==> config.mk <==
export PLATFORM = sky130hd
export DESIGN_NAME = int_to_fp16_conv_flat
export DESIGN_NICKNAME = d
export VERILOG_FILES = /design/src/rtl/int_to_fp16_conv_pkg.sv /design/src/rtl/int_to_fp16_conv_if.sv /design/src/rtl/int_to_fp16_conv_fp_round_rne.sv /design/src/rtl/int_to_fp16_conv.sv /design/src/flat_wrapper.sv
export SDC_FILE = /design/constraint.sdc
export NUM_CORES = 1
export LEC_CHECK = 0
export ABC_AREA = 1
export ABC_CLOCK_PERIOD_IN_PS = 2540
export BUFFER_PORTS_ARGS = -buffer_cell sky130_fd_sc_hd__clkbuf_2
export CAP_MARGIN = 10
export CORE_MARGIN = 8
export CORE_UTILIZATION = 56
export DETAILED_ROUTE_END_ITERATION = 8
export PLACE_DENSITY_LB_ADDON = 0.3
export SYNTH_ARGS = -nofsm -noshare
export SYNTH_HDL_FRONTEND = slang
export SYNTH_SLANG_ARGS = --single-unit
export TNS_END_PERCENT = 20
==> constraint.sdc <==
create_clock -name clk -period 2.54 [get_ports clk]
set_clock_uncertainty 0.2 [all_clocks]
set_input_delay 0.381 -clock clk [delete_from_list [all_inputs] [get_ports clk]]
set_output_delay 0.381 -clock clk [all_outputs]
set_load 0.05 [all_outputs]
==> src/rtl/int_to_fp16_conv_pkg.sv <==
// Shared float-word definitions for the int-to-float converter and the sqrt stage.
// Latency: none (types and constants only).
// Backpressure: not applicable.
package int_to_fp16_conv_pkg;

  localparam int EXP_W    = 8;
  localparam int MAN_W    = 7;
  localparam int FP_W     = 16;
  localparam int EXP_BIAS = 0;

  // 1 sign bit, EXP_W exponent bits, MAN_W stored mantissa bits (hidden 1 implied)
  typedef struct packed {
    logic             sign;
    logic [EXP_W-1:0] exp;
    logic [MAN_W-1:0] man;
  } fp16_t;

  localparam fp16_t FP_ZERO = '{sign: 1'b0, exp: '0, man: '0};

  typedef enum logic [1:0] {
    IDLE,
    NORM,
    ROUND
  } i2f_state_t;

endpackage

==> src/rtl/int_to_fp16_conv_if.sv <==
// Request/result bundle between the converter and its producer/consumer.
// Latency: none (wiring only).
// Backpressure: none; starts arriving while busy are dropped by the converter.
interface int_to_fp16_conv_if #(
  parameter int INT_W = 16
);
  import int_to_fp16_conv_pkg::*;

  logic             conv_start;
  logic [INT_W-1:0] int_i;
  fp16_t            num_o;
  logic             valid_o;
  logic             busy_o;
  logic             zero_o;
  logic             inexact_o;

  modport master (
    output conv_start, int_i,
    input  num_o, valid_o, busy_o, zero_o, inexact_o
  );

  modport slave (
    input  conv_start, int_i,
    output num_o, valid_o, busy_o, zero_o, inexact_o
  );

endinterface

==> src/rtl/int_to_fp16_conv_fp_round_rne.sv <==
// Round-to-nearest-even of a truncated mantissa, with exponent bump on carry-out.
// Latency: combinational.
// Backpressure: not applicable.
module fp_round_rne
  import int_to_fp16_conv_pkg::*;
(
  input  logic [MAN_W-1:0] mant_i,
  input  logic             guard_i,
  input  logic             sticky_i,
  input  logic [EXP_W-1:0] exp_i,
  output logic [MAN_W-1:0] mant_o,
  output logic [EXP_W-1:0] exp_o,
  output logic             inexact_o
);

  logic             round_up;
  logic [MAN_W:0]   sum;

  // Increment on guard unless it is an exact tie onto an already-even mantissa;
  // a carry out of the mantissa leaves it all-zero and bumps the exponent.
  always_comb begin
    round_up  = guard_i & (sticky_i | mant_i[0]);
    sum       = {1'b0, mant_i} + {{MAN_W{1'b0}}, round_up};
    mant_o    = sum[MAN_W-1:0];
    exp_o     = exp_i + {{(EXP_W-1){1'b0}}, sum[MAN_W]};
    inexact_o = guard_i | sticky_i;
  end

endmodule

==> src/rtl/int_to_fp16_conv.sv <==
// Integer to 16-bit float converter, one normalisation shift per cycle; I2F_SIGNED_EN selects two's-complement input.
// Latency: zero input 1 edge; otherwise valid_o lz+2 edges after the accepting edge (max INT_W+1).
// Backpressure: none; conv_start is only sampled in IDLE, starts while busy are dropped.
module int_to_fp16_conv
  import int_to_fp16_conv_pkg::*;
#(
  parameter int INT_W = 16
) (
  input  logic               clk,
  input  logic               rst,
  int_to_fp16_conv_if.slave  conv_if
);

  localparam logic [EXP_W-1:0] EXP_TOP     = EXP_W'(INT_W - 1);
  localparam int               GRD_POS     = INT_W - 2 - MAN_W;
  localparam logic [INT_W-1:0] STICKY_MASK = (INT_W'(1) << GRD_POS) - INT_W'(1);

  i2f_state_t       state_q, state_d;
  logic [INT_W-1:0] mag_q, mag_d;
  logic [EXP_W-1:0] exp_cnt_q, exp_cnt_d;
  logic             sign_q, sign_d;
  fp16_t            num_q, num_d;
  logic             valid_q, valid_d;
  logic             zero_q, zero_d;
  logic             inexact_q, inexact_d;

  logic [INT_W-1:0] abs_in;
  logic             sign_in;
  logic [MAN_W-1:0] rnd_man;
  logic [EXP_W-1:0] rnd_exp;
  logic             rnd_inexact;

  // Operand magnitude and sign as seen at the load edge
  always_comb begin
`ifdef I2F_SIGNED_EN
    sign_in = conv_if.int_i[INT_W-1];
    abs_in  = sign_in ? (~conv_if.int_i + INT_W'(1)) : conv_if.int_i;
`else
    sign_in = 1'b0;
    abs_in  = conv_if.int_i;
`endif
  end

  fp_round_rne u_round (
    .mant_i    (mag_q[INT_W-2 -: MAN_W]),
    .guard_i   (mag_q[GRD_POS]),
    .sticky_i  (|(mag_q & STICKY_MASK)),
    .exp_i     (exp_cnt_q + EXP_W'(EXP_BIAS)),
    .mant_o    (rnd_man),
    .exp_o     (rnd_exp),
    .inexact_o (rnd_inexact)
  );

  // Next-state and result update: load, shift until the MSB is set, then round once
  always_comb begin
    state_d   = state_q;
    mag_d     = mag_q;
    exp_cnt_d = exp_cnt_q;
    sign_d    = sign_q;
    num_d     = num_q;
    valid_d   = 1'b0;
    zero_d    = zero_q;
    inexact_d = inexact_q;
    case (state_q)
      IDLE: begin
        if (conv_if.conv_start) begin
          if (conv_if.int_i == '0) begin
            num_d     = FP_ZERO;
            zero_d    = 1'b1;
            inexact_d = 1'b0;
            valid_d   = 1'b1;
          end else begin
            mag_d     = abs_in;
            sign_d    = sign_in;
            exp_cnt_d = EXP_TOP;
            state_d   = NORM;
          end
        end
      end
      NORM: begin
        if (!mag_q[INT_W-1]) begin
          mag_d     = mag_q << 1;
          exp_cnt_d = exp_cnt_q - EXP_W'(1);
        end else begin
          state_d = ROUND;
        end
      end
      ROUND: begin
        num_d     = '{sign: sign_q, exp: rnd_exp, man: rnd_man};
        zero_d    = 1'b0;
        inexact_d = rnd_inexact;
        valid_d   = 1'b1;
        state_d   = IDLE;
      end
      default: state_d = IDLE;
    endcase
  end

  // State and result registers; reset aborts any conversion in flight
  always_ff @(posedge clk) begin
    if (!rst) begin
      state_q   <= IDLE;
      mag_q     <= '0;
      exp_cnt_q <= '0;
      sign_q    <= 1'b0;
      num_q     <= FP_ZERO;
      valid_q   <= 1'b0;
      zero_q    <= 1'b0;
      inexact_q <= 1'b0;
    end else begin
      state_q   <= state_d;
      mag_q     <= mag_d;
      exp_cnt_q <= exp_cnt_d;
      sign_q    <= sign_d;
      num_q     <= num_d;
      valid_q   <= valid_d;
      zero_q    <= zero_d;
      inexact_q <= inexact_d;
    end
  end

  assign conv_if.num_o     = num_q;
  assign conv_if.valid_o   = valid_q;
  assign conv_if.busy_o    = (state_q != IDLE);
  assign conv_if.zero_o    = zero_q;
  assign conv_if.inexact_o = inexact_q;

endmodule

==> src/flat_wrapper.sv <==
// flat-port wrapper written by rule: the top's interface ports become plain ports
module int_to_fp16_conv_flat import int_to_fp16_conv_pkg::*;
#(
  parameter int INT_W = 16
)
  (clk, rst, conv_if_conv_start, conv_if_int_i, conv_if_num_o, conv_if_valid_o, conv_if_busy_o, conv_if_zero_o, conv_if_inexact_o);
  int_to_fp16_conv_if #(.INT_W(INT_W)) conv_if_i ();
  input  logic clk;
  input  logic rst;
  input wire logic [$bits(conv_if_i.conv_start)-1:0] conv_if_conv_start;
  input wire logic [$bits(conv_if_i.int_i)-1:0] conv_if_int_i;
  output wire logic [$bits(conv_if_i.num_o)-1:0] conv_if_num_o;
  output wire logic [$bits(conv_if_i.valid_o)-1:0] conv_if_valid_o;
  output wire logic [$bits(conv_if_i.busy_o)-1:0] conv_if_busy_o;
  output wire logic [$bits(conv_if_i.zero_o)-1:0] conv_if_zero_o;
  output wire logic [$bits(conv_if_i.inexact_o)-1:0] conv_if_inexact_o;
  assign conv_if_i.conv_start = conv_if_conv_start;
  assign conv_if_i.int_i = conv_if_int_i;
  assign conv_if_num_o = conv_if_i.num_o;
  assign conv_if_valid_o = conv_if_i.valid_o;
  assign conv_if_busy_o = conv_if_i.busy_o;
  assign conv_if_zero_o = conv_if_i.zero_o;
  assign conv_if_inexact_o = conv_if_i.inexact_o;
  int_to_fp16_conv #(.INT_W(INT_W)) u_core (.clk(clk), .rst(rst), .conv_if(conv_if_i));
endmodule
==> impl_table.tex <==
\begin{tabular}{lr}
\hline
Metric & Value \\
\hline
\multicolumn{2}{l}{\textbf{Worst setup path}} \\
\quad End of the worst register-to-register path & u\_core.conv\_if.num\_o[13] \\
\quad Worst-path cell chain & nand2\_1 > nor3\_1 > nand3\_1 > nor2\_1 > ha\_1 > ha\_1 > nand2\_1 > nor2\_1 > inv\_1 > o21ai\_0 > nand3\_1 > a21oi\_1 \\
\quad Required time of the critical path & 2570 ps \\
\quad Max FO, Critical Path & 5 \\
\quad Crit. Startpoint & u\_core.mag\_q[7] \\
\quad Worst reg-to-reg path cell count & 12 \\
\quad Reg-to-reg startpoint & u\_core.mag\_q[7] \\
\quad Slowest Stage Delay on Critical Path & just under 400 ps \\
\quad Kind of launch point of the worst setup path & register \\
\quad Worst Setup End Kind & register \\
\quad Critical Path AT & 2270 ps \\
\quad Critical Setup Path Class & reg2reg \\
\quad Worst R2R Setup Slack & 300 ps \\
\quad Max stage delay cell, worst path & sky130\_fd\_sc\_hd\_\_dfxtp\_1 \\
\multicolumn{2}{l}{\textbf{Clock network}} \\
\quad Number of resized instances in the post-cts repair step & 0 \\
\quad CTS clock-pin slew for the worst setup and hold paths & roughly 80 ps \\
\quad Number of setup buffers added after CTS & 0 \\
\quad Maximum clock path buffer count & 2 \\
\quad Clock Tree Root & sky130\_fd\_sc\_hd\_\_clkbuf\_8 \\
\quad Maximum level of the CTS H-tree & 2 \\
\quad Post-CTS Hold Fix Bufs & 0 \\
\quad Clock latency of the later-clocked register in the worst-skew pair & 290 ps \\
\quad Clock tree from TritonCTS & yes \\
\quad Clock Sink Count & 44 \\
\quad CTS Buf Count & 5 \\
\multicolumn{2}{l}{\textbf{Final layout}} \\
\quad Final Net Count & 400 \\
\quad Final cell count without fillers & 428 \\
\quad Final instance area & 0.00260 sq mm \\
\quad Diode insertion count for antenna repair & 0 \\
\quad Growth of design area from synthesis to finish & 11.9\% \\
\quad Layout Utilization & 0.649 \\
\quad Share of layout cells above drive strength 1 & 0.159 \\
\multicolumn{2}{l}{\textbf{Detailed routing}} \\
\quad Number of detailed-routing iterations run before antenna repair & 5 \\
\quad First DRT Iteration DRCs & between 150 and 200 \\
\quad Post-detailed-route count of antenna-violating nets & 0 \\
\quad Residual DRC & 0 \\
\quad Total wire length & 5380 um \\
\quad Number of vias per cell & 5.30 \\
\quad Routed wire per std cell & between 10 and 15 um \\
\quad Detailed-route via count & 2269 \\
\multicolumn{2}{l}{\textbf{Yosys}} \\
\quad Number of nets produced by synthesis & 369 \\
\quad Count of different cell masters after synthesis & 30 \\
\quad Syn Inst Count & 346 \\
\quad Post-synthesis instance area & about 0.0023 sq mm \\
\quad Number of warnings reported in the yosys synthesis log & 0 \\
\quad Register area share after synthesis & 0.380 \\
\quad Syn avg cell area & 6.70 sq um \\
\quad Number of synthesized register bits & 44 \\
\multicolumn{2}{l}{\textbf{Hold path}} \\
\quad Worst Hold Launch & conv\_if\_int\_i[0] \\
\quad End point of the most critical hold path & u\_core.mag\_q[0] \\
\quad Cell count of the worst hold path & 3 \\
\quad Min-delay worst type & in2reg \\
\multicolumn{2}{l}{\textbf{Pwr}} \\
\quad Pwr per Cell Area & 613 mW/mm\^{}2 \\
\quad Leak & 1.22 nW \\
\quad Maximum VDD drop & 406 uV \\
\multicolumn{2}{l}{\textbf{Placed design}} \\
\quad Number of placed cells counting well taps & 420 \\
\quad Area of placed instances & 0.00250 sq mm \\
\quad Final weighted congestion in routability-driven placement & 0.867 \\
\quad Sum of net half-perimeters after detailed placement & 3890 um \\
\quad I/O Buffers & 37 \\
\multicolumn{2}{l}{\textbf{Floorplanning}} \\
\quad Floorplan die width & between 80 and 90 um \\
\quad DIE AREA & 0.00646 sq mm \\
\quad Initial standard-cell utilization of the core & 0.580 \\
\quad Top-level I/O count & 39 \\
\quad Std cell rows & 23 \\
\quad Die Height & about 80 um \\
\quad Area of the core & 0.00400 sq mm \\
\multicolumn{2}{l}{\textbf{STA}} \\
\quad Final setup fails & 0 \\
\quad Remaining max-slew budget at the tightest pin & 0.565 \\
\quad Final Max Slew Viols & 0 \\
\quad Slew at the pin closest to its max-slew limit & 651 ps \\
\quad Number of hold violations in the final report & 0 \\
\quad Setup repair after global routing missed its margin & no \\
\quad Max Fclk & roughly 0.45 GHz \\
\quad Post-route setup TNS & 0 ps \\
\quad Post-layout min period & 2240 ps \\
\quad Post-route clock period utilization & 0.883 \\
\multicolumn{2}{l}{\textbf{Global route}} \\
\quad GR Util All Layers & 0.177 \\
\quad Antenna violations before repair & 0 \\
\quad Global-route wire length before repair & 9250 um \\
\quad Total congestion overflow after global routing & 0 \\
\quad Number of global-route vias before repair & 2133 \\
\quad Maximum number of pins on one net before global-route repair & 27 \\
\multicolumn{2}{l}{\textbf{Run status}} \\
\quad Run status & finished, final reports clean \\
\multicolumn{2}{l}{\textbf{Flow run}} \\
\quad MaxCap Viol Count & 0 \\
\hline
\end{tabular}
## Yosys cell counts, drive strengths merged
cell,count,area [sq um]
a21o,1,7.51
a21oi,22,110
buf,10,68.8
clkbuf,6,22.5
clkinv,1,8.76
conb,1,3.75
dfxtp,44,881
ha,4,50.1
inv,35,131
nand2,62,243
nand3,50,263
nand3b,2,27.5
nand4,1,6.26
nor2,64,268
nor3,3,15.0
o2111ai,1,8.76
o21ai,36,180
o31ai,1,7.51
xor2,2,17.5
## cells by family after synthesis
family / count (synthesis) / share of synthesized area
simple gates: 182 / 0.354
compound gates: 61 / 0.135
buf+inv: 52 / 0.0998
flops: 44 / 0.380
fa+ha+maj: 4 / 0.0216
xor+xnor: 2 / 0.00755
other cells: 1 / 0.00162
## state kept, by name, summed over array words and instances (netlist names)
| register | cells |
|---|---|
| u_core.conv_if.inexact_o | 1 |
| u_core.conv_if.num_o | 15 |
| u_core.conv_if.valid_o | 1 |
| u_core.conv_if.zero_o | 1 |
| u_core.exp_cnt_q | 8 |
| u_core.mag_q | 16 |
| u_core.state_q | 2 |
## cells in the final DEF, fill, tap and decap left out
cell type / count
sky130_fd_sc_hd__a21o_1: 1
sky130_fd_sc_hd__a21oi_1: 22
sky130_fd_sc_hd__buf_4: 3
sky130_fd_sc_hd__clkbuf_2: 37
sky130_fd_sc_hd__clkbuf_8: 6
sky130_fd_sc_hd__clkinv_4: 1
sky130_fd_sc_hd__clkinvlp_4: 2
sky130_fd_sc_hd__conb_1: 1
sky130_fd_sc_hd__dfxtp_1: 44
sky130_fd_sc_hd__ha_1: 4
sky130_fd_sc_hd__inv_1: 33
sky130_fd_sc_hd__inv_2: 2
sky130_fd_sc_hd__nand2_1: 60
sky130_fd_sc_hd__nand2_2: 1
sky130_fd_sc_hd__nand2_4: 1
sky130_fd_sc_hd__nand3_1: 49
sky130_fd_sc_hd__nand3_4: 1
sky130_fd_sc_hd__nand3b_1: 1
sky130_fd_sc_hd__nand3b_4: 1
sky130_fd_sc_hd__nand4_1: 1
sky130_fd_sc_hd__nor2_1: 59
sky130_fd_sc_hd__nor2_2: 2
sky130_fd_sc_hd__nor2_4: 3
sky130_fd_sc_hd__nor3_1: 3
sky130_fd_sc_hd__o2111ai_1: 1
sky130_fd_sc_hd__o21ai_0: 28
sky130_fd_sc_hd__o21ai_1: 8
sky130_fd_sc_hd__o31ai_1: 1
sky130_fd_sc_hd__xor2_1: 2
## layout make-up
cell class | instances | area, sq um
clock buffers | 6 | 82.6
clock inverters | 2 | 15.0
fillers | 370 | 1400
inverters | 36 | 140
multi-input cells | 250 | 1210
flip-flops and latches | 44 | 881
well taps | 50 | 62.6
repair buffers | 40 | 208
## worst max-delay path: cells and delay by family (launching register included)
| kind | cells | cell delay, ps |
|---|---|---|
| simple gates | 7 | 890 |
| flops | 1 | 390 |
| fa+ha+maj | 2 | 340 |
| compound gates | 2 | 290 |
| buf+inv | 1 | 60 |
## routing by layer
metal,track usage,wire [um],vias to the layer above
met4,0.0545,55,0
li1,-,-,1184
met5,0,0,-
met2,0.310,2640,57
met3,0.0513,331,6
met1,0.201,2350,1022
## power breakdown
group          leakage, nW  switching, mW  internal (mW)  total, mW
registers            0.360         0.0447          0.742      0.787
logic                0.812          0.230          0.109      0.339
clock network       0.0434          0.246          0.220      0.466
total                 1.22          0.520           1.07       1.59
## worst max path at each step
stage,to,slack [ps],cells past startpoint
2_1_floorplan,u_core.conv_if.num_o[13],600,12
3_3_place_gp,u_core.conv_if.num_o[13],440,12
3_5_place_dp,u_core.conv_if.num_o[13],320,12
4_1_cts,u_core.conv_if.num_o[13],300,12
5_1_grt,u_core.conv_if.num_o[13],50,12
6_report,u_core.conv_if.num_o[13],300,12
## through the flow
step / setup slack, ps / power (mW) / hold WS, ps
6_report: 296 / 1.59 / 134
5_1_grt: 47.7 / 1.69 / 131
4_1_cts: 300 / 1.60 / 133
3_5_place_dp: 325 / 1.14 / 271
3_3_place_gp: 436 / 1.13 / 262
2_1_floorplan: 603 / 1.07 / 253
Power figures use the tool's default switching activity.
